===== config.mk =====
export PLATFORM = sky130hd
export DESIGN_NAME = mem_responder
export DESIGN_NICKNAME = d
export VERILOG_FILES = /design/src/rtl/mem_responder.sv
export SDC_FILE = /design/constraint.sdc
export NUM_CORES = 1
export LEC_CHECK = 0
export CORE_MARGIN = 10
export CORE_UTILIZATION = 32
export CTS_BUF_LIST = sky130_fd_sc_hd__clkbuf_4
export CTS_CLUSTER_SIZE = 16
export DETAILED_ROUTE_END_ITERATION = 10
export PLACE_DENSITY = 0.82
export SYNTH_ARGS = -nofsm -noshare
export SYNTH_HDL_FRONTEND = slang
export SYNTH_SLANG_ARGS = --single-unit

===== constraint.sdc =====
create_clock -name clk -period 1.57 [get_ports clk]
set_input_delay 0.157 -clock clk [delete_from_list [all_inputs] [get_ports clk]]
set_output_delay 0.157 -clock clk [all_outputs]
set_load 0.01 [all_outputs]

===== src/rtl/mem_responder.sv =====
// mem_responder: arbitrates fetch and data ports onto one synchronous SRAM with flush-aware read responses
module mem_responder #(
  parameter int ADDR_W       = 16,
  parameter int DATA_W       = 16,
  parameter int STARVE_LIMIT = 4
) (
  input  logic              clk,
  input  logic              rst,
  input  logic              flush,
  input  logic              fetch_req,
  input  logic [ADDR_W-1:0] fetch_addr,
  output logic              fetch_ready,
  output logic              fetch_valid,
  output logic [DATA_W-1:0] fetch_data,
  input  logic              data_req,
  input  logic              data_we,
  input  logic [ADDR_W-1:0] data_addr,
  input  logic [DATA_W-1:0] data_wdata,
  output logic              data_ready,
  output logic              data_valid,
  output logic [DATA_W-1:0] data_rdata,
  output logic              sram_en,
  output logic              sram_we,
  output logic [ADDR_W-1:0] sram_addr,
  output logic [DATA_W-1:0] sram_wdata,
  input  logic [DATA_W-1:0] sram_rdata
);
  localparam logic [3:0] LIM = 4'(STARVE_LIMIT);
  logic [3:0] starve_cnt;
  logic pend_f, pend_d, grant_f, grant_d;
  logic [DATA_W-1:0] fetch_hold, data_hold;
  // grant selection, SRAM drive and response muxing; fetch only beats data once it has starved
  always_comb begin
    grant_f = fetch_req & ~flush & (~data_req | (starve_cnt == LIM));
    grant_d = data_req & ~grant_f;
    fetch_ready = grant_f;
    data_ready = grant_d;
    sram_en = grant_f | grant_d;
    sram_we = grant_d & data_we;
    sram_addr = grant_f ? fetch_addr : data_addr;
    sram_wdata = data_wdata;
    fetch_valid = pend_f & ~flush;
    data_valid = pend_d;
    fetch_data = fetch_valid ? sram_rdata : fetch_hold;
    data_rdata = data_valid ? sram_rdata : data_hold;
  end
  // read-pending flags, held output data and the saturating starvation counter
  always_ff @(posedge clk or posedge rst) begin
    if (rst) begin
      pend_f <= 1'b0;
      pend_d <= 1'b0;
      fetch_hold <= '0;
      data_hold <= '0;
      starve_cnt <= '0;
    end else begin
      pend_f <= grant_f;
      pend_d <= grant_d & ~data_we;
      if (fetch_valid) fetch_hold <= sram_rdata;
      if (data_valid) data_hold <= sram_rdata;
      if (!fetch_req || grant_f) starve_cnt <= '0;
      else if (grant_d && starve_cnt != LIM) starve_cnt <= starve_cnt + 4'd1;
    end
  end
endmodule


# --- Word-level counts from Yosys, hierarchy flattened ---
# Cells that the tools add are included.
totals:
  reg_bits: 38
  input_bits: 70
  output_inout_bits: 70
  elab_cells: 29
op_classes:
  addsub: 1
  eq_ne: 2
  muxes: 5
  bitwise_logic: 12
  n_reduce_logical: 4
ops:
  columns: ["operator", "n"]
  rows:
  - ["$mux 16", 3]
  - ["$mux 4", 2]
  - ["$and 1x1->1", 6]
  - ["$add 4x1->4 const B", 1]
  - ["$eq 4x3->1 const B", 1]
  - ["$ne 4x3->1 const B", 1]
  - ["$not 1->1", 4]
  - ["$or 1x1->1", 2]
  - ["$reduce_bool 2->1", 1]
  - ["$logic_and 1x1->1", 1]
  - ["$logic_not 1->1", 1]
  - ["$logic_or 1x1->1", 1]

# --- Logic depth before layout (Yosys ltp) ---
# Gate-level depths: netlist (run 1).
logic_depth:
  word_depth: 8
  depth_mapped: 6
  depth_no_buf: 5

# --- Least setup slack after synthesis (run 1) ---
# OpenSTA, ideal clock, no wires.
synth_timing:
  kind: "reg2out"
  start: "register starve_cnt[0]"
  end: "output port sram_addr[10]"
  arrival_ps: 1464
  required_ps: 1413
  setup_slack_ps: -51
  stages_incl_launch_ff: 7
  path_buffers: 1
  cell_sequence: "dfrtp_1 inv_1 ha_1 nand3b_4 a21oi_4 buf_8 mux2_4"
synth_via:
  elab_chain_len: 4
synth_lines:
  columns: ["element", "line_no", "source"]
  rows:
  - ["start, declared", "29", "logic [3:0] starve_cnt;"]
  - ["start signal, assigned", "61", "else if (grant_d && starve_cnt != LIM) starve_cnt <= starve_cnt + 4'd1;"]
  - ["$eq 4x3->1", "34", "grant_f = fetch_req & ~flush & (~data_req | (starve_cnt == LIM));"]
  - ["$or 1x1->1", "34", null]
  - ["$and 1x1->1", "34", null]
  - ["net fetch_ready", "12", "output logic fetch_ready,"]
  - ["$mux 16", "40", "sram_addr = grant_f ? fetch_addr : data_addr;"]
  - ["end, declared", "24", "output logic [ADDR_W-1:0] sram_addr,"]
# The timed path passes the listed nets, and every way through them passes these cells.

# --- Final worst setup path (run 1) ---
layout_timing:
  start: "register starve_cnt[1]"
  end: "output port sram_addr[9]"
layout_via:
  elab_chain_len: 4
layout_lines:
  columns: ["element", "line_no"]
  rows:
  - ["$eq 4x3->1", "34"]
  - ["$or 1x1->1", "34"]
  - ["$and 1x1->1", "34"]
  - ["$mux 16", "40"]
# Every way passes these cells.

==> flow_summary.yaml, run 1 <==
cells_and_area:
  count_of_antenna_diodes_in_the_layout: 0
  postLayoutCellArea_um2: 3690
  utilization_pct: 62.0
  finish.net_count: 353
  drive_gt1_share_pct: 58.9
  stdcell_count: 357
  area_growth_syn_to_layout_pct: 87.8
yosys:
  synthSimpleGateAreaFrac_pct: 5.67
  synth_compound_gate_area_share_pct: 3.63
  synth_area_leaders: "sky130_fd_sc_hd__dfrtp_1 48%, sky130_fd_sc_hd__mux2_4 12%, sky130_fd_sc_hd__mux2_2 10%"
  synth.net_count: 214
  synth-xor-area-share_pct: 0
  netlist_top_cells_count: "38 x sky130_fd_sc_hd__dfrtp_1, 18 x sky130_fd_sc_hd__mux2_2, 16 x sky130_fd_sc_hd__buf_4, 16 x sky130_fd_sc_hd__mux2_4, 14 x sky130_fd_sc_hd__mux2_1"
  synth_mux_area_share_pct: 30.6
  synth.distinct_cells: 28
  synth_flop_cell: "sky130_fd_sc_hd__dfrtp_1"
  synth_async_sr_flop_share_pct: 100
  adder_and_majority_cell_fraction_of_the_synthesized_area_pct: 1.27
  ys_warn_count: 0
  seq_area_frac_synth_pct: 48.4
  synth_edf_count: 0
  synth_top_area_share_pct: 48.4
  synth_seq_cells: 38
  post-synth-top-area-cell: "sky130_fd_sc_hd__dfrtp_1"
  netlist_instances: 142
  synthMostInstantiatedCell: "sky130_fd_sc_hd__dfrtp_1"
  synth.cell_area_um2: 1960
  main_combinational_cell_family_by_area_after_synthesis: "multiplexers"
  syn_area_per_cell_um2: 13.8
die:
  area_of_the_die_um2: 9670
  core-area_um2: 5960
  chipWidth_um: 98.4
  floorplan.rows: 28
  die_height_um: 98.4
  design.portCount: 140
  start_util_pct: 33.0
power_and_ir_drop:
  switching_share_pct: 27.3
  power.internal_mw: 2.20
  power_density_nw_per_um2: 819
  pwr-share-seq_pct: 39.5
  static_leakage_power_nw: 1.74
  power.share.combinational_pct: 44.4
  clockPowerShare_pct: 16.0
  switching_power_mw: 0.826
  irDropWorstVdd_mv: 0.575
setup_path:
  wp_data_required_ns: 1.41
  critical_path_peak_fanout: 6
  worst_setup_path_start_kind: "flop"
  register_to_register_setup_slack_ns: 0.09
  setup.worst_path.end_class: "primary output"
  critical_path_arrival_ns: 1.92
  timing.setup.critical_path_class: "flop to primary output"
cts:
  clockBufferDepth: 2
  h-tree-depth: 2
  cts_buffers: 5
  cts_num_sinks: 38
  insertion_delay_ns: 0.33
  clk_pin_slew_ns: 0.11
  clock-root-buffer: "sky130_fd_sc_hd__clkbuf_4"
  cts_tree: "yes"
sta:
  fin_crit_ns: 2.07
  clock_skew_ns: 0.00778
  layout_worst_path_cycle_share_pct: 132
  finalMaxSlewViolations: 0
  timing.fmax_ghz: 0.482
  hold_violations: 0
  setup_viol: 42
  relSlewSlack_pct: 68.2
  transition_time_of_the_tightest_slew_check_pin_ns: 0.477
  postLayoutSetupSlackWorst_ns: -0.503
  grt_setup_unrepaired: "true"
placement:
  place.detailed.hpwl_um: 4840
  dp.cells: 319
  place_worst_setup_slack_ns: -0.536
  numPortBuffers: 107
  place_area_um2: 3120
  gp_routability_congestion: 0.764
drt:
  num_vias: 1623
  drt-total-wl_um: 7010
  drt_iter0_drc: 33
  first_pass_iters: 4
  final_antenna_net_count: 0
  routed_wire_length_per_instance_um: 19.6
  post_drt_via_cell_ratio: 4.55
  post-route-drc-count: 0
worst_hold_path:
  hold_path.class: "input port to async pin"
global_route:
  grt_use_total_pct: 14.0
  antenna_found_initial: 0
  global_route_wire_length_before_repair_um: 10900
  globalRoute.totalOverflow: 0
  first_global_vias: 1901
  grt_max_degree: 39
outcome:
  failed_checks: "setup timing"
  result_of_the_run: "complete, but fails checks"
flow_run:
  drv_cap: 0
-- final timing paths --
| check | to | depth (start not counted) | from |
|---|---|---|---|
| min in group clk | sram_wdata[11] | 0 | data_wdata[11] |
| min reg2reg | fetch_hold[4] | 1 | fetch_hold[4] |
| max reg2reg | starve_cnt[2] | 6 | starve_cnt[0] |
| max | sram_addr[9] | 8 | starve_cnt[1] |
| min | starve_cnt[2] | 3 | rst |
| max in group asynchronous | data_valid | 3 | rst |
-- worst max-delay path, stage by stage, from the launching register on --
cell and delay (ns):
sky130_fd_sc_hd__dfrtp_1 0.40, sky130_fd_sc_hd__inv_2 0.08, sky130_fd_sc_hd__ha_4 0.15, sky130_fd_sc_hd__nand3b_4 0.09, sky130_fd_sc_hd__a21oi_4 0.21, sky130_fd_sc_hd__buf_12 0.16
sky130_fd_sc_hd__buf_6 0.09, sky130_fd_sc_hd__mux2_4 0.29, sky130_fd_sc_hd__buf_6 0.13
-- power by group through the flow --
stage | registers (mW) | clock network (mW) | logic (mW)
global route | 1.21 | 0.564 | 1.43
CTS | 1.19 | 0.511 | 1.33
detailed placement | 1.20 | 0 | 1.04
finish | 1.19 | 0.485 | 1.34
global placement | 1.19 | 0 | 1.02
floorplan | 1.19 | 0 | 0.453
-- stage by stage --
step	power, mW	setup TNS [ns]	hold slack [ns]
after floorplan	1.64	-0.0748	0.228
after detailed placement	2.24	-17.93	0.314
after global routing	3.20	-14.92	0.280
after global placement	2.21	-16.93	0.314
final	3.02	-11.39	0.239
after CTS	3.03	-16.31	0.231
-- what timing repair did --
item                       4_1_cts  5_1_grt
hold buffers                     0        0
gates cloned                     3        0
pin swaps                        3        3
resized for setup              312       29
buffers inserted                29       10
setup endpoints to repair       54       55
-- final cells by class --
class	instances	area, µm²
Inverter	5	18.8
Sequential cell	38	952
Clock buffer	6	45.0
Timing Repair Buffer	155	1610
Tap cell	75	93.8
Fill cell	479	2270
Multi-Input combinational cell	76	966
Clock inverter	2	8.76
-- state kept, by name, indices dropped and copies added, names as in the netlist --
signal / flops
data_hold: 16
data_valid: 1
fetch_hold: 16
starve_cnt: 4
pend_f: 1
-- placed cells by master, fill, tap and decap left out, types with 3 or more instances in the layout --
| cell | count |
|---|---|
| sky130_fd_sc_hd__a21oi_1 | 3 |
| sky130_fd_sc_hd__buf_12 | 4 |
| sky130_fd_sc_hd__buf_2 | 3 |
| sky130_fd_sc_hd__buf_4 | 26 |
| sky130_fd_sc_hd__buf_6 | 65 |
| sky130_fd_sc_hd__buf_8 | 3 |
| sky130_fd_sc_hd__clkbuf_4 | 6 |
| sky130_fd_sc_hd__clkdlybuf4s50_1 | 52 |
| sky130_fd_sc_hd__dfrtp_1 | 37 |
| sky130_fd_sc_hd__inv_1 | 3 |
| sky130_fd_sc_hd__mux2_4 | 48 |
| sky130_fd_sc_hd__nand2_1 | 3 |
| sky130_fd_sc_hd__nand3_1 | 3 |
-- cells by family after synthesis --
group | Yosys count
multiplexers | 48
AND/OR/NAND/NOR | 17
adder cells (fa/ha/maj) | 2
flip-flops | 38
buffers and inverters | 28
AO/OA/AOI/OAI | 9
-- routing by layer --
layer  track usage [%]  share of wire, %
met4              4.63               1.2
met2              25.5                56
met5                 0                 0
met1              15.4                38
met3              3.74               5.1
Power figures use the tool's default switching activity.
==> run 2, diff against run 1 <==
--- a/config.mk
+++ b/config.mk
@@ -11,6 +11,7 @@
 export CTS_CLUSTER_SIZE = 16
 export DETAILED_ROUTE_END_ITERATION = 10
 export PLACE_DENSITY = 0.82
+export SETUP_SLACK_MARGIN = 0.15
 export SYNTH_ARGS = -nofsm -noshare
 export SYNTH_HDL_FRONTEND = slang
 export SYNTH_SLANG_ARGS = --single-unit
==> run 2 against run 1 <==
  * The flow still finishes with violations (setup timing)
  * Combinational power is 5% higher
  * Sequential power hardly changed
  * Sequential cell count stayed put
  * Routed wire length is 7.9% higher
  * Cell count is 4.5% higher
  * Design area is 6.6% higher
  * Global-route usage hardly changed
  * Worst setup slack worse by 0.085 ns
  * Clock power is 4% higher
  * Critical endpoint is now sram_addr[2]
==> flow_summary.yaml, run 2 (synthesis results as in run 1) <==
cells_and_area:
  layout_commonest_cell: "sky130_fd_sc_hd__buf_6"
  area_growth_syn_to_layout_pct: 100
  drive_gt1_share_pct: 62.1
  nFillCells: 452
  utilization_pct: 66.1
  finish.net_count: 369
  postLayoutCellArea_um2: 3930
  biggestRegsByFlops: "data_hold x16, fetch_hold x16, starve_cnt x4"
  count_of_antenna_diodes_in_the_layout: 0
  stdcell_count: 373
  leading_cell_types_in_the_layout_fill_and_taps_excluded: "74 x sky130_fd_sc_hd__buf_6, 52 x sky130_fd_sc_hd__clkdlybuf4s50_1, 40 x sky130_fd_sc_hd__mux2_4"
outcome:
  failed_checks: "setup timing"
  result_of_the_run: "complete, but fails checks"
power_and_ir_drop:
  power_density_nw_per_um2: 790
  static_leakage_power_nw: 1.83
  total_power_mw: 3.11
  irDropWorstVdd_mv: 0.570
cts:
  insertion_delay_ns: 0.34
  cts_num_sinks: 38
  h-tree-depth: 2
  cts_buffers: 5
  clockBufferDepth: 2
  clock-root-buffer: "sky130_fd_sc_hd__clkbuf_4"
  clk_pin_slew_ns: 0.12
  cts_tree: "yes"
  hold_buffers: 0
setup_path:
  setup.worst_path.end_class: "primary output"
  register_to_register_setup_slack_ns: 0.01
  cp_cell_sequence: "inv_2, ha_4, nand3b_4, a21oi_4, buf_12, buf_16, buf_6, mux2_4, buf_6"
  cpPeakStageDelay_ns: 0.40
  timing.setup.critical_path_class: "flop to primary output"
  cp_top_family: "buffers and inverters"
  wp_data_required_ns: 1.41
  critical_path_peak_fanout: 6
  critPathSlowestCell: "sky130_fd_sc_hd__dfrtp_1"
  critPathMostFrequentCell: "sky130_fd_sc_hd__buf_6"
  worst-path-buf-inv: 5
  worst_setup_path_start_kind: "flop"
  critical_path_arrival_ns: 2.00
die:
  die_height_um: 98.4
  chipWidth_um: 98.4
  core-area_um2: 5960
  start_util_pct: 33.0
  area_of_the_die_um2: 9670
  floorplan.rows: 28
  design.portCount: 140
sta:
  clock_skew_ns: 0.0143
  grt_setup_unrepaired: "true"
  setup_viol: 53
  layout_worst_path_cycle_share_pct: 137
  fin_crit_ns: 2.16
  finalHoldWorstSlack_ns: 0.229
  finalMaxSlewViolations: 0
  postLayoutSetupSlackWorst_ns: -0.588
  transition_time_of_the_tightest_slew_check_pin_ns: 0.490
  relSlewSlack_pct: 67.3
  timing.fmax_ghz: 0.463
  hold_violations: 0
worst_hold_path:
  hold_path.class: "input port to async pin"
drt:
  routed_wire_length_per_instance_um: 20.3
  drt_iter0_drc: 79
  num_vias: 1694
  drt-total-wl_um: 7560
  post-route-drc-count: 0
  first_pass_iters: 4
  final_antenna_net_count: 0
  post_drt_via_cell_ratio: 4.54
placement:
  place.detailed.hpwl_um: 4840
  place_area_um2: 3120
  dp.cells: 319
  gp_routability_congestion: 0.764
  numPortBuffers: 107
global_route:
  antenna_found_initial: 0
  grt_max_degree: 39
  globalRoute.totalOverflow: 0
  first_global_vias: 1892
  grt_use_total_pct: 14.1
  global_route_wire_length_before_repair_um: 10900
flow_run:
  drv_cap: 0
run 2: cell types whose count changed in the layout (fill, tap and decap cells not counted), moves of 2 or more:
cell                     before  now
sky130_fd_sc_hd__buf_6       65   74
sky130_fd_sc_hd__buf_16       0    3
sky130_fd_sc_hd__buf_2        3    5
sky130_fd_sc_hd__mux2_4      48   40
sky130_fd_sc_hd__buf_12       4    7
sky130_fd_sc_hd__mux2_2       0    8
run 2: final timing paths:
| check | startpoint | endpoint | cells past startpoint |
|---|---|---|---|
| max | starve_cnt[1] | sram_addr[2] | 9 |
| min | rst | pend_f | 3 |
| max reg2reg | pend_f | fetch_hold[9] | 7 |
| min reg2reg | fetch_hold[4] | fetch_hold[4] | 1 |
| max in group asynchronous | rst | data_valid | 3 |
| min in group clk | data_wdata[11] | sram_wdata[11] | 0 |
run 2: through the flow:
step                setup slack (ns)  setup TNS (ns)
CTS                           -0.623          -16.48
floorplan                    -0.0125         -0.0748
finish                        -0.588          -16.96
global placement              -0.491          -16.93
global route                  -0.674          -21.15
detailed placement            -0.536          -17.93
run 2: report_power, final:
part | internal [mW] | leakage [nW] | switching (mW)
clock | 0.186 | 0.0331 | 0.318
combinational | 0.914 | 1.34 | 0.497
sequential | 1.14 | 0.460 | 0.0508
run 2: layer usage:
metal	global-route usage [%]	up-vias	routed length [µm]
met1	15.2	828	2730
li1	-	787	-
met2	26.0	59	4140
met5	0	-	0
met3	3.66	20	435
met4	4.30	0	250
run 2: final cells by class:
type / count / area (µm²) / area share [%]
clock buffers: 6 / 45.0 / 1.15
multi-input cells: 76 / 953 / 24.2
clock inverters: 2 / 8.76 / 0.223
well taps: 75 / 93.8 / 2.39
repair buffers: 171 / 1860 / 47.3
flip-flops and latches: 38 / 952 / 24.2
inverters: 5 / 18.8 / 0.477
run 2: tightest hold or removal path: stages:
cell and delay (ns):
sky130_fd_sc_hd__clkdlybuf4s50_1 0.39, sky130_fd_sc_hd__inv_1 0.06, sky130_fd_sc_hd__buf_4 0.42
run 2: timing repair:
item / in CTS / in global routing
endpoints found under the setup margin: 55 / 60
gates resized for setup: 320 / 16
cloned: 3 / 1
buffers inserted: 30 / 12
pin swaps: 3 / 5
==> run 3, diff against run 2 <==
--- a/config.mk
+++ b/config.mk
@@ -11,6 +11,7 @@
 export CTS_CLUSTER_SIZE = 16
 export DETAILED_ROUTE_END_ITERATION = 10
 export PLACE_DENSITY = 0.82
+export REMOVE_ABC_BUFFERS = 1
 export SETUP_SLACK_MARGIN = 0.15
 export SYNTH_ARGS = -nofsm -noshare
 export SYNTH_HDL_FRONTEND = slang
==> run 3 against run 2 <==
  * The run still ends with setup timing left
  * First-iteration DRC count fell by 53%
  * Sequential power barely moved
  * Clock power fell by 4.2%
  * Clock skew fell by 0.0014 ns
  * Critical path type unchanged
  * Largest cell class unchanged
  * Largest power group unchanged
==> flow_summary.yaml, run 3 (synthesis results as in run 1) <==
sta:
  transition_time_of_the_tightest_slew_check_pin_ns: 0.202
  setup_viol: 51
  grt_setup_unrepaired: "true"
  layout_worst_path_cycle_share_pct: 130
  relSlewSlack_pct: 86.5
  clock_skew_ns: 0.0130
  fin_crit_ns: 2.05
  finalSetupTns_ns: -13.50
  timing.fmax_ghz: 0.488
  hold_violations: 0
  postLayoutSetupSlackWorst_ns: -0.477
  finalMaxSlewViolations: 0
cts:
  clk_pin_slew_ns: 0.12
  insertion_delay_ns: 0.33
  hold_buffers: 0
  cts_num_sinks: 38
  clock-root-buffer: "sky130_fd_sc_hd__clkbuf_4"
  cts_tree: "yes"
  h-tree-depth: 2
  clockBufferDepth: 2
  cts_buffers: 5
setup_path:
  worstReg2RegStart: "pend_f"
  setup.worst_path.end_class: "primary output"
  critPathMostFrequentCell: "sky130_fd_sc_hd__buf_6"
  cpPeakStageDelay_ns: 0.41
  timing.setup.critical_path_class: "flop to primary output"
  r2r.worst_path.cells: 7
  critical_path_peak_fanout: 8
  cp_cell_sequence: "inv_2, ha_4, nand3b_4, a21oi_4, buf_6, buf_16, mux2_4, buf_6"
  worst_setup_path_start_kind: "flop"
  register_to_register_setup_slack_ns: 0.07
  timing.rr.end: "fetch_hold[13]"
  worst_setup_path_endpoint: "sram_addr[13]"
  wp_data_required_ns: 1.41
  critical_path_arrival_ns: 1.89
  critical_path.startpoint: "starve_cnt[0]"
  critPathSlowestCell: "sky130_fd_sc_hd__dfrtp_1"
die:
  design.portCount: 140
  core-area_um2: 5960
  start_util_pct: 33.0
  floorplan.rows: 28
  chipWidth_um: 98.4
  die_height_um: 98.4
  area_of_the_die_um2: 9670
placement:
  dp.cells: 318
  place.detailed.hpwl_um: 4580
  gp_routability_congestion: 0.718
  place_area_um2: 3120
  numPortBuffers: 107
global_route:
  grt_max_degree: 39
  antenna_found_initial: 0
  global_route_wire_length_before_repair_um: 10200
  grt_use_total_pct: 13.1
  first_global_vias: 1951
  globalRoute.totalOverflow: 0
cells_and_area:
  biggestRegsByFlops: "data_hold x16, fetch_hold x16, starve_cnt x4"
  area_growth_syn_to_layout_pct: 92.0
  utilization_pct: 63.3
  finish.net_count: 355
  stdcell_count: 359
  register_cell_area_after_layout_um2: 952
  drive_gt1_share_pct: 60.2
  postLayoutCellArea_um2: 3770
  count_of_antenna_diodes_in_the_layout: 0
  layout_commonest_cell: "sky130_fd_sc_hd__buf_6"
  nFillCells: 466
  leading_cell_types_in_the_layout_fill_and_taps_excluded: "69 x sky130_fd_sc_hd__buf_6, 51 x sky130_fd_sc_hd__clkdlybuf4s50_1, 37 x sky130_fd_sc_hd__mux2_4, 37 x sky130_fd_sc_hd__dfrtp_1, 22 x sky130_fd_sc_hd__buf_4"
  multi_input_area_um2: 925
drt:
  final_antenna_net_count: 0
  post-route-drc-count: 0
  drt_iter0_drc: 37
  num_vias: 1667
  first_pass_iters: 3
  drt-total-wl_um: 6590
  post_drt_via_cell_ratio: 4.64
  routed_wire_length_per_instance_um: 18.3
power_and_ir_drop:
  power.internal_mw: 2.19
  static_leakage_power_nw: 1.74
  irDropWorstVdd_mv: 0.463
  pwr-share-seq_pct: 39.2
  power_density_nw_per_um2: 805
  clockPowerShare_pct: 15.9
  switching_share_pct: 27.7
  power.share.combinational_pct: 44.9
  switching_power_mw: 0.842
flow_run:
  drv_cap: 0
outcome:
  failed_checks: "setup timing"
  result_of_the_run: "complete, but fails checks"
worst_hold_path:
  hold_path.class: "input port to async pin"
-- run 3: cell types whose count changed in the layout (fill, tap and decap cells not counted), moves of 2 or more --
cell	previous run	this run
sky130_fd_sc_hd__buf_2	5	1
sky130_fd_sc_hd__buf_4	25	22
sky130_fd_sc_hd__buf_6	74	69
sky130_fd_sc_hd__clkinvlp_4	0	2
sky130_fd_sc_hd__mux2_2	8	11
sky130_fd_sc_hd__mux2_4	40	37
-- run 3: what timing repair did --
| action | in CTS | in global routing |
|---|---|---|
| buffers inserted | 23 | 6 |
| gates cloned | 4 | 0 |
| resized for setup | 314 | 18 |
| endpoints found under the setup margin | 55 | 55 |
| pin swaps | 2 | 0 |
-- run 3: metrics by stage --
step / hold WS, ns / setup WS, ns / total power [mW]
final: 0.165 / -0.477 / 3.04
after global placement: 0.314 / -0.551 / 2.22
after floorplan: 0.228 / -0.336 / 1.58
after global routing: 0.178 / -0.592 / 3.22
after detailed placement: 0.314 / -0.580 / 2.25
after CTS: 0.166 / -0.505 / 3.01
-- run 3: area by class of cell --
cell class              instances  share of cell area, %
inverters                       5                  0.597
flip-flops and latches         38                   25.2
well taps                      75                   2.49
clock buffers                   5                  0.995
multi-input cells              76                   24.5
clock inverters                 3                  0.431
repair buffers                157                   45.7
-- run 3: worst min-delay path by stage --
stage                                end  slack, ns          start  cells after the start
after floorplan               data_valid       0.23        data_we                      1
after global placement     sram_wdata[0]       0.31  data_wdata[0]                      0
after detailed placement   sram_wdata[0]       0.31  data_wdata[0]                      0
after CTS                 fetch_hold[10]       0.17            rst                      3
after global routing      fetch_hold[10]       0.18            rst                      3
final                      starve_cnt[2]       0.16            rst                      3
-- run 3: per-layer routing --
metal	part of all wire (%)	track usage [%]
met3	17	11.1
met1	36	13.5
met5	0	0
met4	0.43	2.32
met2	46	20.5
-- run 3: critical path: cells and delay by family (launching register included) --
family	cells	cell delay, ns
mux	1	0.30
simple gates	1	0.08
compound gates	1	0.15
flops	1	0.41
fa+ha+maj	1	0.15
buf+inv	4	0.46
-- run 3: power groups by stage --
| stage | Sequential (mW) | Clock (mW) | Combinational (mW) |
|---|---|---|---|
| 6_report | 1.19 | 0.483 | 1.36 |
| 5_1_grt | 1.21 | 0.554 | 1.46 |
| 4_1_cts | 1.19 | 0.509 | 1.32 |
| 3_5_place_dp | 1.20 | 0 | 1.05 |
| 3_3_place_gp | 1.19 | 0 | 1.03 |
| 2_1_floorplan | 1.19 | 0 | 0.390 |
